`src/rtl/dice_pkg.sv`:
```
// Shared constants, state encoding and LFSR step function for the dice roller.
package dice_pkg;

    localparam int LFSR_W = 7;
    localparam logic [LFSR_W-1:0] LFSR_SEED = 7'h7F;

    // Feedback taps for the maximal-length 7-bit sequence (period 127)
    localparam int TAP_A = 6;
    localparam int TAP_B = 5;

    localparam logic [2:0] DICE_MIN = 3'd1;
    localparam logic [2:0] DICE_MAX = 3'd6;

    typedef enum logic [1:0] {
        IDLE = 2'd0,
        DRAW = 2'd1,
        DONE = 2'd2
    } state_t;

    function automatic logic [LFSR_W-1:0] lfsr_next(input logic [LFSR_W-1:0] v);
        return {v[LFSR_W-2:0], v[TAP_A] ^ v[TAP_B]};
    endfunction

endpackage

```
`src/rtl/dice_rng_lfsr7.sv`:
```
// Free-running 7-bit Fibonacci LFSR (module lfsr7); seed load only with DICE_RNG_SEED_EN.
module lfsr7
    import dice_pkg::*;
(
    input  logic              i_clk,
    input  logic              i_rst,
`ifdef DICE_RNG_SEED_EN
    input  logic              i_load,
    input  logic [LFSR_W-1:0] i_seed,
`endif
    output logic [LFSR_W-1:0] o_lfsr
);

    logic [LFSR_W-1:0] r_lfsr;

    // A zero seed would lock the register, so it is replaced by the reset seed
    always_ff @(posedge i_clk) begin
        if (i_rst) begin
            r_lfsr <= LFSR_SEED;
        end
`ifdef DICE_RNG_SEED_EN
        else if (i_load) begin
            r_lfsr <= (i_seed == '0) ? LFSR_SEED : i_seed;
        end
`endif
        else begin
            r_lfsr <= lfsr_next(r_lfsr);
        end
    end

    assign o_lfsr = r_lfsr;

endmodule

```
`src/rtl/dice_rng.sv`:
```
// Button-driven die roller: edge detect, IDLE/DRAW/DONE draw FSM and registered outputs.
// Optional seed load port pair enabled by DICE_RNG_SEED_EN.
module dice_rng
    import dice_pkg::*;
(
    input  logic              CLK,
    input  logic              RESET,
    input  logic              ROLL,
`ifdef DICE_RNG_SEED_EN
    input  logic              SEED_LOAD,
    input  logic [LFSR_W-1:0] SEED,
`endif
    output logic [LFSR_W-1:0] lfsr_result,
    output logic [2:0]        DICE,
    output logic              VALID,
    output logic              BUSY
);

    logic [LFSR_W-1:0] w_lfsr;
    logic [2:0]        w_cand;
    logic              w_rise;
    logic              w_cand_ok;

    logic              r_roll_q;
    state_t            r_state;
    logic [LFSR_W-1:0] r_result;
    logic [2:0]        r_dice;
    logic              r_valid;
    logic              r_busy;

`ifdef DICE_RNG_SEED_EN
    logic w_load;
    assign w_load = SEED_LOAD && (r_state == IDLE);

    lfsr7 u_lfsr (
        .i_clk  (CLK),
        .i_rst  (RESET),
        .i_load (w_load),
        .i_seed (SEED),
        .o_lfsr (w_lfsr)
    );
`else
    lfsr7 u_lfsr (
        .i_clk  (CLK),
        .i_rst  (RESET),
        .o_lfsr (w_lfsr)
    );
`endif

    assign w_rise    = ROLL & ~r_roll_q;
    assign w_cand    = w_lfsr[2:0];
    assign w_cand_ok = (w_cand >= DICE_MIN) && (w_cand <= DICE_MAX);

    // Rejected candidates (0 or 7) keep the FSM in DRAW while the LFSR keeps stepping
    always_ff @(posedge CLK) begin
        if (RESET) begin
            r_roll_q <= 1'b0;
            r_state  <= IDLE;
            r_result <= LFSR_SEED;
            r_dice   <= '0;
            r_valid  <= 1'b0;
            r_busy   <= 1'b0;
        end else begin
            r_roll_q <= ROLL;
            r_valid  <= 1'b0;
            case (r_state)
                IDLE: begin
                    if (w_rise) begin
                        r_state <= DRAW;
                        r_busy  <= 1'b1;
                    end
                end
                DRAW: begin
                    if (w_cand_ok) begin
                        r_dice   <= w_cand;
                        r_result <= w_lfsr;
                        r_valid  <= 1'b1;
                        r_state  <= DONE;
                    end
                end
                DONE: begin
                    r_state <= IDLE;
                    r_busy  <= 1'b0;
                end
                default: begin
                    r_state <= IDLE;
                    r_busy  <= 1'b0;
                end
            endcase
        end
    end

    assign lfsr_result = r_result;
    assign DICE        = r_dice;
    assign VALID       = r_valid;
    assign BUSY        = r_busy;

endmodule

```
`config.mk`:
```
export PLATFORM = sky130hd
export DESIGN_NAME = dice_rng
export DESIGN_NICKNAME = d
export VERILOG_FILES = /design/src/rtl/dice_pkg.sv /design/src/rtl/dice_rng_lfsr7.sv /design/src/rtl/dice_rng.sv
export SDC_FILE = /design/constraint.sdc
export NUM_CORES = 1
export LEC_CHECK = 0
export CAP_MARGIN = 25
export CORE_ASPECT_RATIO = 1.2
export CORE_MARGIN = 4
export CORE_UTILIZATION = 35
export CTS_CLUSTER_SIZE = 16
export DETAILED_ROUTE_END_ITERATION = 7
export SLEW_MARGIN = 15
export SYNTH_ARGS = -nofsm -noshare
export SYNTH_HDL_FRONTEND = slang
export SYNTH_SLANG_ARGS = --single-unit
```
`constraint.sdc`:
```
create_clock -name CLK -period 2.45 [get_ports CLK]
set_clock_uncertainty 0.2 [all_clocks]
set_input_delay 0.49 -clock CLK [delete_from_list [all_inputs] [get_ports CLK]]
set_output_delay 0.49 -clock CLK [all_outputs]
set_load 0.05 [all_outputs]
```
### After elaboration in Yosys (flattened, before gate mapping)

Index checks and enable logic that the tools add are counted.

| word-level totals | value |
|---|---|
| register bits after elaboration | 22 |
| input port bits | 3 |
| word-level logic and storage cells | 28 |

| operators by class | value |
|---|---|
| order comparisons | 2 |
| equality and inequality tests | 3 |
| multiplexer cells | 6 |
| bitwise logic cells | 4 |
| reduce and logical (&&, ||, !) cells | 6 |

Operators with widths:

| operator | count |
|---|---|
| $reduce_and A2 Y1 | 3 |
| $mux W2 | 2 |
| $ne A2 B2 Y1 const B | 2 |
| $pmux W2 S2 | 1 |
| $ge A3 B1 Y1 const B | 1 |
| $le A3 B3 Y1 const B | 1 |
| $eq A2 B1 Y1 const B | 1 |
| $logic_not A2 Y1 | 1 |
| $mux W1 | 2 |
| $not A1 Y1 | 2 |
| $pmux W1 S2 | 1 |
| $reduce_or A2 Y1 | 1 |
| $and A1 B1 Y1 | 1 |
| $logic_and A1 B1 Y1 | 1 |
| $xor A1 B1 Y1 | 1 |

### Logic depth before layout (Yosys ltp)

| logic depth | value |
|---|---|
| depth in word-level cells | 4 |
| mapped depth | 6 |
| mapped depth without buffers | 3 |

### Modules after synthesis

Synthesis repeated with hierarchy kept, for this count alone.

| second synthesis, totals | value |
|---|---|
| cells, all modules | 89 |
| area total of the unflattened synthesis | 879.6 µm² |

By module, submodules not included:

| module | instances | cells each | area each (µm²) |
|---|---|---|---|
| dice_rng | 1 | 74 | 686.9 |
| lfsr7 | 1 | 15 | 192.7 |

### Least setup slack after synthesis

OpenSTA, ideal clock, no wires.

| timing | value |
|---|---|
| path type | reg-to-reg |
| start point | reg u_lfsr.r_lfsr[1], in the netlist u_lfsr.o_lfsr[1] |
| end point | reg r_result[1], in the netlist lfsr_result[1] |
| arrival | 1.211 ns |
| required time | 2.129 ns |
| slack | 0.918 ns |
| stages on the path, launching flop included | 6 |
| buffers on the path | 2 |
| period minus slack after synthesis | 1.532 ns |
| cell sequence | dfxtp_1 > buf_4 > and3_4 > or3_1 > buf_6 > mux2i_1 |

| on the way | value |
|---|---|
| cells in the longest elaborated chain, start to end | 3 |
| elaborated cells on any way between the ends | 4 |

RTL lines:

| item | line | source |
|---|---|---|
| start: declaration | dice_rng_lfsr7.sv:14 | `logic [LFSR_W-1:0] r_lfsr;` |
| start signal: assignment | dice_rng_lfsr7.sv:27 | `r_lfsr <= lfsr_next(r_lfsr);` |
| $ge A3 B1 Y1 / $le A3 B3 Y1 (equally long branches) | dice_rng.sv:52 | `assign w_cand_ok = (w_cand >= DICE_MIN) && (w_cand <= DICE_MAX);` |
| $logic_and A1 B1 Y1 | dice_rng.sv:52 |  |
| $reduce_and A2 Y1 (no source line) | - |  |
| end signal: assignment | dice_rng.sv:76 | `r_result <= w_lfsr;` |
| end: declaration | dice_rng.sv:26 | `logic [LFSR_W-1:0] r_result;` |

Several ways; a longest one is shown, not always the timed one.
A chain may end at the register's enable or synchronous reset.

### Worst setup path in the final report

| timing | value |
|---|---|
| start point | reg r_dice[2], in the netlist DICE[2] |
| end point | out DICE[2] |

RTL lines:

| item | line | source |
|---|---|---|
| start: declaration | dice_rng.sv:27 | `logic [2:0] r_dice;` |
| start signal: assignment | dice_rng.sv:75 | `r_dice <= w_cand;` |
| end: declaration | dice_rng.sv:14 | `output logic [2:0] DICE,` |

No word-level cell between the ends.

==> reports/metrics.cfg <==
[power]
peakVddDrop_mv=0.3625
leakage_nw=0.3768
power.density_nw_per_um2=650.8

[yosys]
yosys_warnings=0
netlist_area_um2=903.4
yosysUniqueCellTypes=27
postSynthCellCount=94
synth_top_area_share_pct=48.75
syn_nets=97
ys_seq_area_share_pct=48.75
synthTopCellsByArea=dfxtp_1 49%, buf_6 5.0%, nor2_1 4.2%, nand2b_1 3.5%, or2_2 3.5%
ys_ff_latch=22
synthFlopType=dfxtp_1
yosysTopAreaCell=dfxtp_1
synth.avg_cell_area_um2=9.610
synth-edff-count=0
async_flop_share_pct=0

[setup_path]
path_max_fanout=4
crit_buf_inv=1
crit_path_start=DICE[2]
r2r_setup_slack_ps=780
critPathKind=flop to output port
r2r-end=lfsr_result[6]
crit_chain=clkdlybuf4s50_1
cp_slowest_stage_delay_ps=820
critPathTopFamily=buffers and inverters
crit_path_top_delay_cell=clkdlybuf4s50_1
arrival_ps=1510
cp.depth=1
crit_end=DICE[2]
worstSetupStartpointType=flop
r2r_start=u_lfsr.o_lfsr[0]
end_kind=output port
ff2ff_path_depth=3
cp.required_ps=1760

[cts]
insertion_delay_ps=300
hold_buffers=0
cts_buffer_depth=2
numCtsBuffers=3
htree_levels=1
path_clk_slew_ps=110
ctsRootBufferMaster=clkbuf_4
cts_setup_buffers=0
cts.repair.resized=0
cts_tree=built
cts_sinks=22

[route]
remaining_drc_errors=0
num_vias=664
drt-total-wl_um=1641
viasPerCell=4.847
dr.pass1.iters=2
ant_nets=0
drt_iter0_drc=10
routedWlPerCell_um=11.98

[outcome]
status=completed

[floorplan]
fp.dieW_um=54.38
io_pins=15
die_y_um=63.65
dieArea_um2=3461
core.rowCount=19
design.core.area_um2=2377
initial_utilization_pct=38.00

[layout]
multi_input_area_um2=390.4
final_layout_size_suffix_gt1_share_pct=15.09
nets=110
final_area_um2=1069
antenna_cells=0
fillers=243
area_growth_pct=18.28
regArea_um2=440.4

[job]
max-cap-violations=0

[grt]
grt-ovfl-total=0
grt_max_degree=13
grt_pass1_vias=672
antenna_found_initial=0
grt_pass1_wl_um=2960
grt_usage_pct=11.49

[timing]
period_share_pct=89.75
tns_ps=0
max_slew_margin_pct=66.95
hold_viol=0
clock.fmax_ghz=0.4548
rsz0062_at_grt=false
setup_viol=0
drv_slew=0
worstMarginPinSlew_ps=494.2
final.min_clock_period_ps=2199

[min_path]
holdPathStages=1
min_from=u_lfsr.o_lfsr[4]
hold_path_class=flop to flop

[placement]
placed_area_um2=1032
place_hpwl_um=1158
place_congestion=0.6905
io_buffers=14

==> report_power, final <==
part           total [W]  leakage, nW  switching, W  internal [W]
Sequential      0.000393        0.180     0.0000191      0.000374
Combinational   0.000108        0.176     0.0000631     0.0000449
Clock           0.000194       0.0210      0.000104     0.0000906
==> synth_stat cells (2+ instances only) <==
master,count
mux2i_1,2
nand2_1,3
dfxtp_1,22
nand3b_1,3
a21oi_1,4
inv_1,2
clkbuf_1,2
a211oi_1,2
a31oi_1,3
nor2b_1,2
nor3b_1,3
nor4_1,4
nand2b_1,5
nor2_1,10
buf_6,4
or2_2,5
o21ai_0,5
a21o_1,4
==> cell usage in the layout (no fill, tap or decap), types with 2 or more instances in the layout <==
cell	synthesis	final
a211oi_1	2	2
a21o_1	4	4
a21oi_1	4	4
a31oi_1	3	3
buf_4	1	2
clkbuf_4	0	3
clkdlybuf4s50_1	0	14
dfxtp_1	22	22
inv_1	2	2
mux2i_1	2	2
nand2_1	3	3
nand2b_1	5	5
nand3b_1	3	3
nor2_1	10	10
nor2b_1	2	2
nor3b_1	3	3
nor4_1	4	4
o21ai_0	5	5
or2_2	5	5
==> flip-flops by register name, summed over array words and instances, names as in the netlist <==
signal         cells
BUSY               1
r_roll_q           1
DICE               3
u_lfsr.o_lfsr      7
VALID              1
lfsr_result        7
r_state            2
==> stage by stage <==
step / hold WS [ps] / power, W / setup slack (ps) / cells / utilization [%]
2_1_floorplan: 206.2 / 0.0004826 / 918.3 / 94 / -
4_1_cts: 255.7 / 0.0007062 / 231.0 / 137 / 44.95
3_3_place_gp: 218.5 / 0.0005079 / 547.1 / 133 / 43.42
5_1_grt: 268.9 / 0.0007310 / 185.8 / 137 / 44.95
3_5_place_dp: 224.6 / 0.0005102 / 520.9 / 133 / 43.42
6_report: 251.6 / 0.0006954 / 251.2 / 137 / 44.95
==> how the worst min path moves through the flow <==
stage                             to  slack, ps
finish              u_lfsr.o_lfsr[5]        250
global route        u_lfsr.o_lfsr[5]        270
CTS                 u_lfsr.o_lfsr[5]        260
detailed placement  u_lfsr.o_lfsr[4]        220
global placement    u_lfsr.o_lfsr[5]        220
floorplan           u_lfsr.o_lfsr[4]        210
==> layer usage <==
metal  track usage [%]  part of all wire (%)  wire (µm)  vias to the layer above
met4             6.542                   1.2         19                        0
met5                 0                     0          0                        -
met2             17.37                    49        812                        8
li1                  -                     -          -                      344
met1             14.76                    47        764                      310
met3             2.123                   2.7         45                        2
==> worst register-to-register path, stage by stage, from the launching register on <==
cell and delay, ps:
dfxtp_1 540, nor3_2 150, or3_1 520, mux2i_1 160
==> cells by family after synthesis <==
kind of cell / count (synthesis) / synth area share [%]
and+or+nand+nor: 40 / 27.01
DFF: 22 / 48.75
AOI/OAI and AO/OA: 19 / 13.02
buffers and inverters: 10 / 8.033
muxes: 2 / 2.216
xor gates and xnor gates: 1 / 0.9697
==> area by class of cell <==
class / instances / share of cell area (%)
flip-flops and latches: 22 / 41.22
well taps: 31 / 3.630
multi-input cells: 62 / 36.53
clock buffers: 4 / 3.396
inverters: 2 / 0.7026
repair buffers: 16 / 14.52
(Power assumes the default switching activity.)
